<file path="src/rtl/seq_divider.sv">
// Sequential restoring divider: unsigned quotient/remainder by iterated shift/subtract
// over a combined {partial remainder, quotient} register, with a start/done handshake.
module seq_divider #(
    parameter int WIDTH = 4
) (
    input  logic             clk,
    input  logic             reset,
    input  logic             start,
    input  logic [WIDTH-1:0] dividend,
    input  logic [WIDTH-1:0] divisor,
    output logic             busy,
    output logic             done,
    output logic [WIDTH-1:0] quotient,
    output logic [WIDTH-1:0] remainder,
    output logic             div_by_zero,
    output logic [1:0]       dbg_state
);

    localparam int CW = $clog2(WIDTH) + 1;

    typedef enum logic [1:0] {
        S_IDLE  = 2'd0,
        S_SHIFT = 2'd1,
        S_SUB   = 2'd2,
        S_DONE  = 2'd3
    } state_t;

    state_t           state, state_nxt;
    logic [2*WIDTH:0] r_reg, r_nxt;
    logic [WIDTH-1:0] b_reg, b_nxt;
    logic [CW-1:0]    count, count_nxt;
    logic             dz_reg, dz_nxt;
    logic [WIDTH+1:0] diff;

    // Extra top bit of diff is the borrow: set means A < B, so restore.
    assign diff = {1'b0, r_reg[2*WIDTH:WIDTH]} - {2'b00, b_reg};

    always_ff @(posedge clk or posedge reset) begin
        if (reset) begin
            state  <= S_IDLE;
            r_reg  <= '0;
            b_reg  <= '0;
            count  <= '0;
            dz_reg <= 1'b0;
        end else begin
            state  <= state_nxt;
            r_reg  <= r_nxt;
            b_reg  <= b_nxt;
            count  <= count_nxt;
            dz_reg <= dz_nxt;
        end
    end

    always_comb begin
        state_nxt = state;
        r_nxt     = r_reg;
        b_nxt     = b_reg;
        count_nxt = count;
        dz_nxt    = dz_reg;
        case (state)
            S_IDLE: begin
                if (start) begin
                    b_nxt     = divisor;
                    count_nxt = '0;
                    if (divisor == '0) begin
                        // Preload the divide-by-zero answer so DONE reads it straight from R.
                        r_nxt     = {1'b0, dividend, {WIDTH{1'b1}}};
                        dz_nxt    = 1'b1;
                        state_nxt = S_DONE;
                    end else begin
                        r_nxt     = {{(WIDTH+1){1'b0}}, dividend};
                        dz_nxt    = 1'b0;
                        state_nxt = S_SHIFT;
                    end
                end
            end
            S_SHIFT: begin
                r_nxt     = {r_reg[2*WIDTH-1:0], 1'b0};
                state_nxt = S_SUB;
            end
            S_SUB: begin
                if (!diff[WIDTH+1]) begin
                    r_nxt = {diff[WIDTH:0], r_reg[WIDTH-1:1], 1'b1};
                end
                count_nxt = count + CW'(1);
                if (count == CW'(WIDTH - 1)) begin
                    state_nxt = S_DONE;
                end else begin
                    state_nxt = S_SHIFT;
                end
            end
            S_DONE: begin
                state_nxt = S_IDLE;
            end
            default: begin
                state_nxt = S_IDLE;
            end
        endcase
    end

    assign busy        = (state != S_IDLE);
    assign done        = (state == S_DONE);
    assign quotient    = r_reg[WIDTH-1:0];
    assign remainder   = r_reg[2*WIDTH-1:WIDTH];
    assign div_by_zero = dz_reg;
    assign dbg_state   = state;

endmodule

</file>
<file path="config.mk">
export PLATFORM = sky130hd
export DESIGN_NAME = seq_divider
export DESIGN_NICKNAME = d
export VERILOG_FILES = /design/src/rtl/seq_divider.sv
export SDC_FILE = /design/constraint.sdc
export NUM_CORES = 1
export LEC_CHECK = 0
export ABC_AREA = 0
export CAP_MARGIN = 20
export CORE_MARGIN = 2
export CORE_UTILIZATION = 50
export DETAILED_ROUTE_END_ITERATION = 6
export DONT_BUFFER_PORTS = 1
export GPL_TIMING_DRIVEN = 0
export PLACE_DENSITY = 0.68
export SLEW_MARGIN = 20
export SYNTH_ARGS = -nofsm -noshare
export SYNTH_HDL_FRONTEND = slang
export SYNTH_SLANG_ARGS = --single-unit
</file>
<file path="constraint.sdc">
create_clock -name clk -period 1.7 [get_ports clk]
set_input_delay 0.34 -clock clk [delete_from_list [all_inputs] [get_ports clk]]
set_output_delay 0.34 -clock clk [all_outputs]
set_load 0.02 [all_outputs]
</file>
# Word level (Yosys, flattened, before mapping)
# Cells that the tools add are included.
[classes]
addsub = 2
n_eq_ne = 6
muxes = 11
n_bitwise = 1
n_reduce_logical = 10
[ops]
columns = ["operator", "count"]
rows = [
  ["$pmux 9 s3", 1],
  ["$mux 9", 2],
  ["$mux 8", 1],
  ["$pmux 2 s4", 1],
  ["$mux 2", 3],
  ["$pmux 3 s2", 1],
  ["$reduce_and 3->1", 2],
  ["$reduce_bool 2->1", 3],
  ["$sub 5x4->6", 1],
  ["$eq 2x2->1 const B", 2],
  ["$logic_not 4->1", 1],
  ["$ne 2x2->1 const B", 2],
  ["$reduce_and 2->1", 2],
  ["$add 3x1->3 const B", 1],
  ["$eq 3x2->1 const B", 1],
  ["$mux 3", 1],
  ["$reduce_bool 3->1", 1],
  ["$eq 2x1->1 const B", 1],
  ["$logic_not 2->1", 1],
  ["$mux 1", 1],
  ["$not 1->1", 1],
]
[totals]
register_bits = 19
in_bits = 11
output_inout_bits = 13

# Depth between registers and ports, before layout
# Gate-level depths: netlist of the first run.
[depth]
word_depth = 4
depth_mapped = 8

# Worst setup path after synthesis of the first run
# OpenSTA, ideal clock, no wires.
[synth_timing]
path_kind = "reg-to-reg"
from = "register state[0], in the netlist dbg_state[0]"
to = "register r_reg[1]"
setup_ps = 125
t_arrival_ps = 1653
t_required_ps = 1575
slack_ps = -78
path_stages_with_launch = 7
path_buffers = 0
period_less_slack_ps = 1778
cell_sequence = "dfrtp_1 > inv_1 > ha_1 > inv_1 > nand2_1 > a21oi_2 > mux2_2"
[synth_via]
elab_chain_len = 3
[synth_lines]
columns = ["item", "line", "text"]
rows = [
  ["start: declaration", "28", "state_t state, state_nxt;"],
  ["start signal: assignment", "46", "state <= state_nxt;"],
  ["$eq 2x1->1 (tied with other cells)", "60", "case (state)"],
  ["$reduce_bool 2->1 (no source line) (tied with other cells)", "--", ""],
  ["$reduce_and 3->1 (no source line)", "--", ""],
  ["end signal: assignment", "47", "r_reg <= r_nxt;"],
  ["end: declaration", "29", "logic [2*WIDTH:0] r_reg, r_nxt;"],
]
# Parallel ways exist; a longest one is shown, timed or not.
# A chain may end at the register's enable or synchronous reset.

# Worst setup path after layout of the first run
[layout_timing]
from = "register r_reg[5]"
to = "register r_reg[7]"
[layout_via]
elab_chain_len = 3
[layout_lines]
columns = ["item", "line", "text"]
rows = [
  ["$sub 5x4->6 (*)", "36", "assign diff = {1'b0, r_reg[2*WIDTH:WIDTH]} - {2'b00, b_reg};"],
  ["$mux 9 or $ne 2x2->1 (tied branches)", "--", ""],
  ["$pmux 9 s3 or $reduce_and 3->1 (tied branches)", "--", ""],
]
# Every way passes the cells marked *; elsewhere a longest branch is shown, timed or not. The select of a mux whose other input is x is not followed.

==> results of run 1 <==
[per-stage QoR]
stage                     std cells  instance area, µm²  total power [mW]
after floorplan                 133                1294             2.429
after detailed placement        163                1331             2.759
final                           175                1488             3.408
after global routing            175                1488             3.687
after CTS                       169                1410             3.187
after global placement          163                1331             2.705
[cell usage in the layout, fill, tap and decap left out, drive strengths merged, types with 3 or more instances in the layout]
cell type  Yosys  final
nand2b         3      3
a21oi          8      8
clkbuf         0      4
buf           12     20
dfrtp         19     19
a211oi         3      3
nand2         18     18
ha            10     10
inv           13     13
nand3          3      3
nor2           5      5
o21ai         13     13
mux2           8      8
[cells by family (layout without fill, tap and decap cells)]
family                     Yosys count  after routing  share of synthesized area
xor gates and xnor gates             1              1                   0.006784
buffers and inverters               25             37                     0.1047
AOI/OAI and AO/OA                   34             34                     0.1977
adders and majority gates           11             11                     0.1124
DFF                                 19             19                     0.3682
muxes                                9              9                    0.07752
and+or+nand+nor                     34             34                     0.1327
[repair_timing]
action,4_1_cts,5_1_grt
setup endpoints to repair,10,9
hold buffers,0,0
setup buffers,2,6
cloned,1,0
resized for setup,13,9
pin swaps,2,1
[path summary, 6_finish.rpt]
| path | start | end |
|---|---|---|
| hold reg to reg | count[2] | count[2] |
| setup reg to reg | r_reg[5] | r_reg[7] |
| setup / recovery | r_reg[5] | r_reg[7] |
| min in group clk | divisor[0] | b_reg[0] |
| max in group asynchronous | reset | dbg_state[0] |
| hold / removal | reset | b_reg[2] |
[per-layer routing]
metal | track usage | wire, µm | part of all wire | vias to the layer above
li1 | - | - | - | 479
met1 | 0.2640 | 1195 | 0.43 | 479
met2 | 0.3234 | 1421 | 0.52 | 23
met3 | 0.04098 | 121 | 0.044 | 2
met4 | 0.07500 | 14 | 0.0051 | 0
met5 | 0 | 0 | 0 | -
[report_power, final]
| group | leakage (nW) | internal (mW) | switching (mW) |
|---|---|---|---|
| logic | 0.427 | 1.08 | 1.24 |
| clock network | 0.0150 | 0.0912 | 0.143 |
| registers | 0.238 | 0.656 | 0.196 |
[synthesized netlist by cell type, drive strengths merged (2+ instances only)]
master  instances  area [µm²]
a211oi          3       32.53
a21oi           8       55.05
and3            2       12.51
buf            12       86.33
dfrtp          19       475.5
ha             10       125.1
inv            13       48.80
mux2            8       90.09
nand2          18       67.56
nand2b          3       21.27
nand3           3       15.01
nor2            5       21.27
o21a            2       15.01
o21ai          13       65.06
o31ai           2       20.02
[area by class of cell]
cell class / count / area share
Timing Repair Buffer: 9 / 0.04794
Buffer: 11 / 0.06308
Sequential cell: 19 / 0.3213
Inverter: 13 / 0.03280
Clock buffer: 4 / 0.01766
Tap cell: 30 / 0.02523
Multi-Input combinational cell: 89 / 0.4920
==> reports/metrics.cfg, run 1 <==
[outcome]
status = finished, final reports clean

[setup_path]
cpPeakStageDelay_ps = 430
critical_path_peak_fanout = 5
worst_r2r_path_depth = 7
required_ps = 1910
ff2ff_setup_slack_ps = 10
slowest_stage = dfrtp_1
path_buf_inv = 1
start_kind = flip-flop
cp_cell_sequence = ha_1 > nand2b_1 > a21oi_2 > o311ai_4 > buf_6 > nand2_1 > o31ai_2
crit_type = flip-flop to flip-flop
end_kind = flip-flop
crit_arrival_ps = 1900
critPathTopFamily = compound AO/OA/AOI/OAI gates
crit_cells = 7

[yosys]
async_flop_share = 1.000
syn_inst = 133
synth_seq_area_share = 0.3682
synth.distinct_cells = 35
avgSynthCellArea_um2 = 9.709
yosysWarnings = 0
syn_nets = 155
synth.cell_area_um2 = 1291
ys.flop_type = dfrtp_1
synth_edf_count = 0
synth-seq-cells = 19

[sta]
finalSetupViolCount = 0
tightest_slew_ps = 703.9
slew_headroom = 0.5302
rsz0062_at_grt = true
hold_viol = 0
hold_ws_ps = 26.05
fin_worst_skew_ps = 8.623
timing.final.max_slew_violations = 0
setup_slack_ps = 9.670
setup-tns-final_ps = 0
min_period_over_period = 0.9943
post-route-min-period_ps = 1690
fmax_mhz = 591.6

[routing]
first_pass_iters = 4
ant_nets = 0
wl_per_cell_um = 15.73
drc = 0
vias_per_cell = 5.617
wirelength_um = 2753
vias = 983
first_iter_violations = 20

[clock_network]
clock_latency_ps = 300
numCtsBuffers = 3
clk_pin_slew_worst_paths_ps = 120
htreeDepth = 1
cts_tree = yes
clock-sinks = 19
cts_max_path_buffers = 2
root_buffer = clkbuf_4

[cells_and_area]
regArea_um2 = 478.0
largest_reg_flops = 9
diodes = 0
final_core_util = 0.6060
drive_gt1_frac = 0.3931
multi_input_area_um2 = 732.0
syn2layout_area_growth_pct = 15.21
fillCellCount = 219
nNetsFinal = 168

[power_and_ir_drop]
p_leak_nw = 0.6801
ir_worst_vdd_mv = 1.133
p_per_area_nw_per_um2 = 2291

[place]
hpwl_um = 1938
port_buffers = 0
gp_congestion = 0.8497
dpl_worst_slack_ps = -160.8

[global_routing]
grt_overflow_total = 0
antenna_found_initial = 0
grt_pass1_vias = 962
grt_max_degree = 20
grt_pass1_wl_um = 4209
grt_use_total = 0.2013

[min_path]
hold_class = primary input to async pin

[die]
io_pins = 24
die_area_um2 = 3005
rows = 18
die_w_um = 54.82
start_util = 0.5260
core_area_um2 = 2455
dieHeight_um = 54.82

[flow_run]
maxCapViolCount = 0

(Power assumes the default switching activity.)
==> run 2: changes to the inputs <==
--- a/config.mk
+++ b/config.mk
@@ -11,7 +11,6 @@
 export CORE_UTILIZATION = 50
 export DETAILED_ROUTE_END_ITERATION = 6
 export DONT_BUFFER_PORTS = 1
-export GPL_TIMING_DRIVEN = 0
 export PLACE_DENSITY = 0.68
 export SLEW_MARGIN = 20
 export SYNTH_ARGS = -nofsm -noshare
==> run 2 against run 1 <==
Against the previous run:
- the flow now finishes with violations (setup timing)
- maximum frequency decreased by 1.5%
- die area unchanged
- via count increased by 3.0%
- worst hold slack improved by 150 ps
- largest power group unchanged
- sequential power increased by 5.4%
==> reports/metrics.cfg, run 2 (synthesis gave the netlist of run 1 again) <==
[min_path]
hold_depth = 1
holdCritStartpoint = divisor[2]
whs_endpoint = b_reg[2]
hold_class = primary input to flip-flop

[global_routing]
antenna_found_initial = 0
grt_overflow_total = 0
grt_max_degree = 20
grt_pass1_vias = 923
grt_use_total = 0.2022
grt_pass1_wl_um = 4243

[power_and_ir_drop]
total_power_mw = 3.846
internal-power_mw = 2.071
p_per_area_nw_per_um2 = 2415
sequentialPowerShare = 0.234
switching_share = 0.4616
power.switching_mw = 1.775
ir_worst_vdd_mv = 1.365
p_leak_nw = 0.7056
comb_power_share = 0.703
clkPwrFrac = 0.063

[die]
dieHeight_um = 54.82
rows = 18
die_area_um2 = 3005
core_area_um2 = 2455
start_util = 0.5260
die_w_um = 54.82
io_pins = 24

[routing]
ant_nets = 0
wirelength_um = 2994
first_iter_violations = 33
vias = 1012
drc = 0
first_pass_iters = 4
wl_per_cell_um = 16.92
vias_per_cell = 5.718

[setup_path]
r2r-end = r_reg[8]
end_kind = flip-flop
ff2ff_setup_slack_ps = -20
crit_type = flip-flop to flip-flop
required_ps = 1960
start_kind = flip-flop
critical_path_peak_fanout = 2
worst_r2r_path_depth = 8
r2r_start = r_reg[4]
setup.worst_path.start = r_reg[4]
crit_arrival_ps = 1970

[sta]
post-route-min-period_ps = 1717
rsz0062_at_grt = true
tightest_slew_ps = 513.8
fin_worst_skew_ps = 1.315
fmax_mhz = 582.6
timing.final.max_slew_violations = 0
min_period_over_period = 1.010
hold_ws_ps = 172.7
finalSetupViolCount = 1
setup_slack_ps = -16.56
hold_viol = 0
slew_headroom = 0.6549

[place]
dpl_worst_slack_ps = 9.871
gp_congestion = 0.8450
port_buffers = 0
hpwl_um = 2115

[clock_network]
clk_pin_slew_worst_paths_ps = 120
clock_latency_ps = 310
cts_tree = yes
cts_max_path_buffers = 2
htreeDepth = 1
numCtsBuffers = 3
clock-sinks = 19
root_buffer = clkbuf_4

[flow_run]
maxCapViolCount = 0

[cells_and_area]
mostFrequentLayoutCells = buf_4, nand2_1, dfrtp_1
diodes = 0
fillCellCount = 184
nNetsFinal = 170
largest_reg_flops = 9
syn2layout_area_growth_pct = 23.35
final_common_cell = buf_4
final_core_util = 0.6488
drive_gt1_frac = 0.4218

[outcome]
status = finished with violations
failed_checks = setup timing

[run 2: stage by stage]
stage	cell area (µm²)	setup TNS, ps	cells
after floorplan	1294	0	133
after detailed placement	1378	0	167
after CTS	1418	0	172
after global routing	1593	-160.9	177
after global placement	1378	0	167
final	1593	-16.56	177
[run 2: cell type report]
cell class | instances | area [µm²] | area share
clock inverters | 1 | 5.005 | 0.003142
repair buffers | 22 | 197.7 | 0.1241
well taps | 30 | 37.54 | 0.02357
flip-flops and latches | 19 | 478.0 | 0.3001
inverters | 13 | 48.80 | 0.03064
clock buffers | 3 | 22.52 | 0.01414
multi-input cells | 89 | 803.3 | 0.5043
[run 2: worst max-delay path by stage]
stage               end  depth (start not counted)
6_report       r_reg[8]                          8
5_1_grt        r_reg[8]                          8
4_1_cts        r_reg[4]                          8
3_5_place_dp   r_reg[8]                          8
3_3_place_gp   r_reg[4]                          7
2_1_floorplan  r_reg[1]                          6
[run 2: metal layers]
layer | up-vias | routed length (µm) | GRT usage | share of wire
met2 | 33 | 1507 | 0.3056 | 0.50
li1 | 482 | - | - | -
met4 | 0 | 58 | 0.1042 | 0.019
met1 | 490 | 1282 | 0.2710 | 0.43
met5 | - | 0 | 0 | 0
met3 | 7 | 146 | 0.04098 | 0.049
[run 2: power groups by stage]
| stage | logic (mW) | registers [mW] | clock network [mW] |
|---|---|---|---|
| global placement | 2.01 | 0.870 | 0 |
| floorplan | 1.61 | 0.817 | 0 |
| finish | 2.70 | 0.898 | 0.244 |
| detailed placement | 2.05 | 0.881 | 0 |
| CTS | 2.07 | 0.870 | 0.244 |
| global route | 2.91 | 0.925 | 0.262 |
[run 2: critical path, stage by stage (launching register included)]
cell      delay [ps]
dfrtp_1          400
inv_2             70
ha_4             160
fa_2             360
nor2b_1          150
o21a_1           180
o211ai_1         130
o31ai_2           80
o21a_1           140
[run 2: what timing repair did]
item / CTS / global route
setup endpoints to repair: 2 / 10
endpoints found under the hold margin: 19 / 0
pin swaps: 0 / 6
hold buffers: 1 / 0
buffers inserted: 0 / 4
resized for setup: 1 / 21
cloned: 0 / 1
